==> src/rtl/seg_msg_scroller_if.sv <==
// Sequencer-side bus of the message scroller: buffer writes, start/stop control, status and digit codes.
// SEG_SCROLL_HOLD_EN adds the hold signal.
interface seg_msg_scroller_if;
  logic        wr_en;
  logic [3:0]  wr_addr;
  logic [5:0]  wr_data;
  logic [4:0]  msg_len;
  logic        loop;
  logic        start;
  logic        stop;
  logic        busy;
  logic        done;
  logic [35:0] digits_out;
`ifdef SEG_SCROLL_HOLD_EN
  logic        hold;
`endif

  modport master (
`ifdef SEG_SCROLL_HOLD_EN
    output hold,
`endif
    output wr_en, wr_addr, wr_data, msg_len, loop, start, stop,
    input  busy, done, digits_out
  );

  modport slave (
`ifdef SEG_SCROLL_HOLD_EN
    input  hold,
`endif
    input  wr_en, wr_addr, wr_data, msg_len, loop, start, stop,
    output busy, done, digits_out
  );
endinterface

==> src/rtl/seg_msg_scroller.sv <==
// Scrolls a message of up to 16 character codes right-to-left across six seven-segment digits.
// Optional SEG_SCROLL_HOLD_EN: the hold input freezes scrolling; stop and reset are still honoured.
module seg_msg_scroller #(
  parameter int unsigned TICK_DIV = 12_500_000
) (
  input  logic              clk_i,
  input  logic              rst_ni,
  seg_msg_scroller_if.slave ctrl
);
  localparam int unsigned   TW        = $clog2(TICK_DIV);
  localparam logic [TW-1:0] TICK_LAST = TW'(TICK_DIV - 1);
  localparam logic [5:0]    BLANK     = 6'd28;
  localparam logic [35:0]   ALL_BLANK = {6{BLANK}};

  typedef enum logic [1:0] {IDLE, RUN, GAP, DRAIN} state_e;

  state_e         state_q, state_d;
  logic [TW-1:0]  tick_q, tick_d;
  logic [3:0]     ptr_q, ptr_d;
  logic [4:0]     len_q, len_d;
  logic           loop_q, loop_d;
  logic [2:0]     drain_q, drain_d;
  logic [35:0]    digits_q, digits_d;
  logic           done_q, done_d;
  logic [5:0]     buf_q [16];

  logic           hold_w;
  logic           start_ok;
  logic           tick_wrap;
  logic           step_w;
  logic           last_w;
  logic [5:0]     new_char;

`ifdef SEG_SCROLL_HOLD_EN
  assign hold_w = ctrl.hold;
`else
  assign hold_w = 1'b0;
`endif

  assign start_ok  = ctrl.start && (ctrl.msg_len != 5'd0);
  assign tick_wrap = (tick_q == TICK_LAST);
  // stop takes priority over a step landing on the same edge
  assign step_w    = (state_q != IDLE) && !ctrl.stop && !hold_w && tick_wrap;
  assign last_w    = ({1'b0, ptr_q} == (len_q - 5'd1));
  assign new_char  = (state_q == RUN) ? buf_q[ptr_q] : BLANK;

  always_ff @(posedge clk_i or negedge rst_ni) begin
    if (!rst_ni) begin
      state_q  <= IDLE;
      tick_q   <= '0;
      ptr_q    <= '0;
      len_q    <= '0;
      loop_q   <= 1'b0;
      drain_q  <= '0;
      digits_q <= ALL_BLANK;
      done_q   <= 1'b0;
    end else begin
      state_q  <= state_d;
      tick_q   <= tick_d;
      ptr_q    <= ptr_d;
      len_q    <= len_d;
      loop_q   <= loop_d;
      drain_q  <= drain_d;
      digits_q <= digits_d;
      done_q   <= done_d;
    end
  end

  always_ff @(posedge clk_i or negedge rst_ni) begin
    if (!rst_ni) begin
      for (int unsigned i = 0; i < 16; i++) buf_q[i] <= BLANK;
    end else if (state_q == IDLE && ctrl.wr_en) begin
      buf_q[ctrl.wr_addr] <= ctrl.wr_data;
    end
  end

  always_comb begin
    state_d = state_q;
    if (state_q == IDLE) begin
      if (start_ok) state_d = RUN;
    end else if (ctrl.stop) begin
      state_d = IDLE;
    end else if (step_w) begin
      unique case (state_q)
        RUN:     if (last_w) state_d = loop_q ? GAP : DRAIN;
        GAP:     state_d = RUN;
        DRAIN:   if (drain_q == 3'd5) state_d = IDLE;
        default: state_d = state_q;
      endcase
    end
  end

  always_comb begin
    tick_d   = tick_q;
    ptr_d    = ptr_q;
    len_d    = len_q;
    loop_d   = loop_q;
    drain_d  = drain_q;
    digits_d = digits_q;
    done_d   = 1'b0;
    if (state_q == IDLE) begin
      if (start_ok) begin
        len_d  = (ctrl.msg_len > 5'd16) ? 5'd16 : ctrl.msg_len;
        loop_d = ctrl.loop;
        ptr_d  = '0;
        tick_d = '0;
      end
    end else if (ctrl.stop) begin
      tick_d   = '0;
      ptr_d    = '0;
      digits_d = ALL_BLANK;
    end else if (!hold_w) begin
      if (tick_wrap) begin
        tick_d   = '0;
        digits_d = {digits_q[29:0], new_char};
        unique case (state_q)
          RUN: begin
            if (last_w) drain_d = '0;
            else        ptr_d   = ptr_q + 4'd1;
          end
          GAP:   ptr_d = '0;
          DRAIN: begin
            drain_d = drain_q + 3'd1;
            if (drain_q == 3'd5) done_d = 1'b1;
          end
          default: ;
        endcase
      end else begin
        tick_d = tick_q + TW'(1);
      end
    end
  end

  assign ctrl.busy       = (state_q != IDLE);
  assign ctrl.done       = done_q;
  assign ctrl.digits_out = digits_q;
endmodule
==> src/flat_wrapper.sv <==
// flat-port wrapper written by rule: the top's interface ports become plain ports
module seg_msg_scroller_flat 
#(
  parameter int unsigned TICK_DIV = 12_500_000
)
  (clk_i, rst_ni, ctrl_wr_en, ctrl_wr_addr, ctrl_wr_data, ctrl_msg_len, ctrl_loop, ctrl_start, ctrl_stop, ctrl_busy, ctrl_done, ctrl_digits_out);
  seg_msg_scroller_if ctrl_i ();
  input  logic clk_i;
  input  logic rst_ni;
  input wire logic [$bits(ctrl_i.wr_en)-1:0] ctrl_wr_en;
  input wire logic [$bits(ctrl_i.wr_addr)-1:0] ctrl_wr_addr;
  input wire logic [$bits(ctrl_i.wr_data)-1:0] ctrl_wr_data;
  input wire logic [$bits(ctrl_i.msg_len)-1:0] ctrl_msg_len;
  input wire logic [$bits(ctrl_i.loop)-1:0] ctrl_loop;
  input wire logic [$bits(ctrl_i.start)-1:0] ctrl_start;
  input wire logic [$bits(ctrl_i.stop)-1:0] ctrl_stop;
  output wire logic [$bits(ctrl_i.busy)-1:0] ctrl_busy;
  output wire logic [$bits(ctrl_i.done)-1:0] ctrl_done;
  output wire logic [$bits(ctrl_i.digits_out)-1:0] ctrl_digits_out;
  assign ctrl_i.wr_en = ctrl_wr_en;
  assign ctrl_i.wr_addr = ctrl_wr_addr;
  assign ctrl_i.wr_data = ctrl_wr_data;
  assign ctrl_i.msg_len = ctrl_msg_len;
  assign ctrl_i.loop = ctrl_loop;
  assign ctrl_i.start = ctrl_start;
  assign ctrl_i.stop = ctrl_stop;
  assign ctrl_busy = ctrl_i.busy;
  assign ctrl_done = ctrl_i.done;
  assign ctrl_digits_out = ctrl_i.digits_out;
  seg_msg_scroller #(.TICK_DIV(TICK_DIV)) u_core (.clk_i(clk_i), .rst_ni(rst_ni), .ctrl(ctrl_i));
endmodule
==> config.mk <==
export PLATFORM = sky130hd
export DESIGN_NAME = seg_msg_scroller_flat
export DESIGN_NICKNAME = d
export VERILOG_FILES = /design/src/rtl/seg_msg_scroller_if.sv /design/src/rtl/seg_msg_scroller.sv /design/src/flat_wrapper.sv
export SDC_FILE = /design/constraint.sdc
export NUM_CORES = 1
export LEC_CHECK = 0
export CAP_MARGIN = 10
export CORE_MARGIN = 2
export CORE_UTILIZATION = 59
export CTS_CLUSTER_DIAMETER = 40
export DETAILED_ROUTE_END_ITERATION = 8
export PLACE_DENSITY = 0.81
export RECOVER_POWER = 25
export SYNTH_ARGS = -nofsm -noshare
export SYNTH_HDL_FRONTEND = slang
export SYNTH_SLANG_ARGS = --single-unit
==> constraint.sdc <==
create_clock -name clk_i -period 3.7 [get_ports clk_i]
set_input_delay 0.555 -clock clk_i [delete_from_list [all_inputs] [get_ports clk_i]]
set_output_delay 0.555 -clock clk_i [all_outputs]
set_load 0.05 [all_outputs]
==> results by group <==
Clock network
  – Setup bufs post-CTS: 0
  – Num CTS Buffers: 17
  – Sink Count: between 150 and 200
  – CTS tree: yes
  – Cts hold-fix bufs: 0
  – Post-CTS Resized: 0
  – Clock Path Buffers: 2
  – CTS H-tree lvls: 4
  – Root Buffer: clkbuf_16
  – Clk_lat worst skew: 0.43 ns
  – Clk slew on worst S/H paths: approximately 0.070 ns

Finish
  – Area grow syn2layout: 16.12%
  – Antenna diode count: 0
  – Most common cell after layout, fill and taps aside: dfrtp_1
  – Share of cells above drive strength 1: between 30% and 40%
  – Net count, final: approximately 700
  – Most frequent cells in the layout: dfrtp_1, mux2_2, dfstp_2, clkdlybuf4s50_1, nand2_1
  – Multi-input logic area: 3501 sq um
  – Register area: around 4400 sq um
  – Filler Cells Inserted: between 800 and 900
  – Layout Utilization: between 70% and 80%

Logic synthesis
  – Synth Warn #: 0
  – Post-Synth Adder-Cell Area: ~1.4%
  – Post-Syn Nets: between 600 and 700
  – Synth Cell Area: 8055 sq um
  – EDFF count, synth: 0
  – Synth Area in Compound Gates: a little under a tenth
  – Multiplexer area fraction after synthesis: between 20% and 30%
  – Synth Area in Simple Gates: about a tenth
  – Top FF cell, synth: dfrtp_1
  – Syn Inst Count: slightly above 600
  – Avg Cell Area, Syn: 12.97 sq um
  – Async set-reset flop share out of synthesis: 100.0%
  – Synth area leader: dfrtp_1
  – Main combinational cell family by area after synthesis: multiplexers
  – Synth Area in XOR/XNOR: 1.258%
  – Sequential cell area fraction in the yosys report: around 54%
  – Synth cell types: approximately 50
  – Yosys reg bits: about 170
  – Synth top area share: between 30% and 40%
  – Synth top area cells: dfrtp_1, dfstp_2, mux2_2, mux4_2, o21ai_0

Place
  – Placed wire-length estimate: around 12,000 microns
  – Placer congestion estimate: between 0.8 and 0.9
  – Pre-CTS setup slack: ~0.65 ns
  – IO buf count: between 50 and 60

Floorplan
  – Die area: 14,600 sq um
  – Boundary Pins: 59
  – CORE AREA: between 10,000 and 15,000 sq um
  – DIE WIDTH: ~120 microns
  – Initial Util: 60.59%
  – Chip height: 120.8 microns
  – Row count: 42

Detailed routing
  – Routed wire length: about 17,000 microns
  – Detail Route Antenna Nets: 0
  – Vias/cell: between 6 and 7
  – Total number of vias: around 5,500
  – Drt pass-1 iters: 5
  – Drt initial violations: 471
  – Routed length per instance: ~20 microns
  – # DRC: 0

Critical path
  – Worst-path maximum fanout: 18
  – Cell family with most CP delay: simple AND/OR/NAND/NOR gates
  – Bufs and invs on worst path: 0
  – Worst path most repeated cell: or4_4
  – CP arrival: 3.40 ns
  – Critical Path, Cell by Cell: or4_4 > or4_4 > o31a_1 > or4_4 > a221o_1
  – FF-to-FF End: u_core.state_q[0]
  – Startpoint types: flop
  – Internal reg-to-reg setup slack: roughly 0.62 ns
  – R2R depth: 5
  – R2r startpoint: u_core.tick_q[14]
  – Critical path required time: 4.02 ns
  – Worst path depth: 5
  – Crit-path slowest cell: or4_4
  – CP Capture Type: flop
  – Slowest stage delay, CP: between 0.6 and 0.7 ns
  – Crit Path Category: reg2reg

Min path
  – Hold depth: 1
  – Critical hold path startpoint: u_core.tick_q[20]
  – Hold crit path type: reg2reg
  – WHS Endpoint: u_core.tick_q[20]

Power
  – LEAKAGE: 3.842 nW
  – Maximum vdd drop: just over 0.5 mV
  – PwrDens: around 640 nW/um^2
  – Power, Total: ~0.006 W

Run status
  – Status: finished, violations left
  – Failing checks: max-capacitance violations, max-slew violations

Timing
  – Final cycle utilization of the critical path: between 80% and 90%
  – Pins over their slew limit: between 70 and 80
  – Setup TNS: 0 ns
  – Unrepaired setup endpoints after global routing: false
  – Highest clock rate: roughly 320 MHz
  – Tmin final: 3.079 ns
  – Hold_ws: a little under 0.5 ns
  – Count of final setup violators: 0
  – Worst-Margin Slew: 1.892 ns
  – Worst clock skew: just over 0.009 ns
  – Worst Slack Setup Final: 0.6214 ns
  – Final hold vios: 0
  – Max-slew headroom: -26.15%

GRT
  – Initial antenna violation count: 0
  – GRT overflow: 0
  – Vias in the first global route: around 5,600
  – Largest net degree at the start of global routing: 79
  – First-pass GRT wire length: 29,130 microns
  – GRT Total Usage: between 20 and 30%

Run
  – Maxcap violations: 1
## stage by stage
step | cells | area [sq um]
5_1_grt | 867 | 9354
3_5_place_dp | 835 | 8825
2_1_floorplan | 621 | 8055
6_report | 867 | 9354
4_1_cts | 867 | 9364
3_3_place_gp | 835 | 8825
## cells in the mapped netlist (all sizes together), types with 5 or more instances
cell type / count
a21oi: 9
a22o: 16
a31oi: 8
buf: 5
clkbuf: 27
dfrtp: 106
dfstp: 66
ha: 9
inv: 12
mux2: 98
mux4: 30
nand2: 41
nand2b: 9
nand3: 20
nand4: 12
nor2: 33
nor3: 7
o21ai: 34
o22a: 18
or4: 8
xor2: 7
## flip-flops by register name, indices dropped and copies added, names as in the netlist
register                flops
u_core.buf_q               96
u_core.state_q              2
u_core.tick_q              24
u_core.ptr_q                4
u_core.ctrl.digits_out     36
u_core.loop_q               1
u_core.len_q                5
u_core.ctrl.done            1
u_core.drain_q              3
## metal layers
layer | vias up | global-route usage [%] | wire length [microns]
met3 | 30 | 4.858 | 743
met1 | 2857 | 34.38 | 7427
met5 | - | 0 | 0
li1 | 2443 | - | -
met2 | 170 | 42.73 | 8852
met4 | 0 | 10.25 | 347
## layout make-up
type                    count  area share [%]
clock inverters            15           1.217
well taps                 176           2.354
inverters                  12          0.4815
flip-flops and latches    172           46.90
clock buffers              17           4.548
repair buffers             70           7.076
multi-input cells         405           37.43
## logic make-up after synthesis
group,after synthesis
and+or+nand+nor,150
xor gates and xnor gates,10
AOI/OAI and AO/OA,108
buffers and inverters,44
DFF,172
muxes,128
adders and majority gates,9
## worst max path at each step
stage                           start                 to
global route                   rst_ni   u_core.buf_q[73]
detailed placement  u_core.tick_q[14]  u_core.state_q[0]
finish              u_core.tick_q[14]  u_core.state_q[0]
floorplan           u_core.tick_q[14]  u_core.state_q[0]
global placement    u_core.tick_q[14]  u_core.state_q[0]
CTS                 u_core.tick_q[14]  u_core.state_q[0]
## report_power, final
group / leakage [nW] / switching (W) / internal (W)
logic: 1.46 / 0.000685 / 0.000827
registers: 2.11 / 0.000294 / 0.00256
clock network: 0.271 / 0.000766 / 0.000870
No activity file was read; power rests on OpenSTA's default activity.
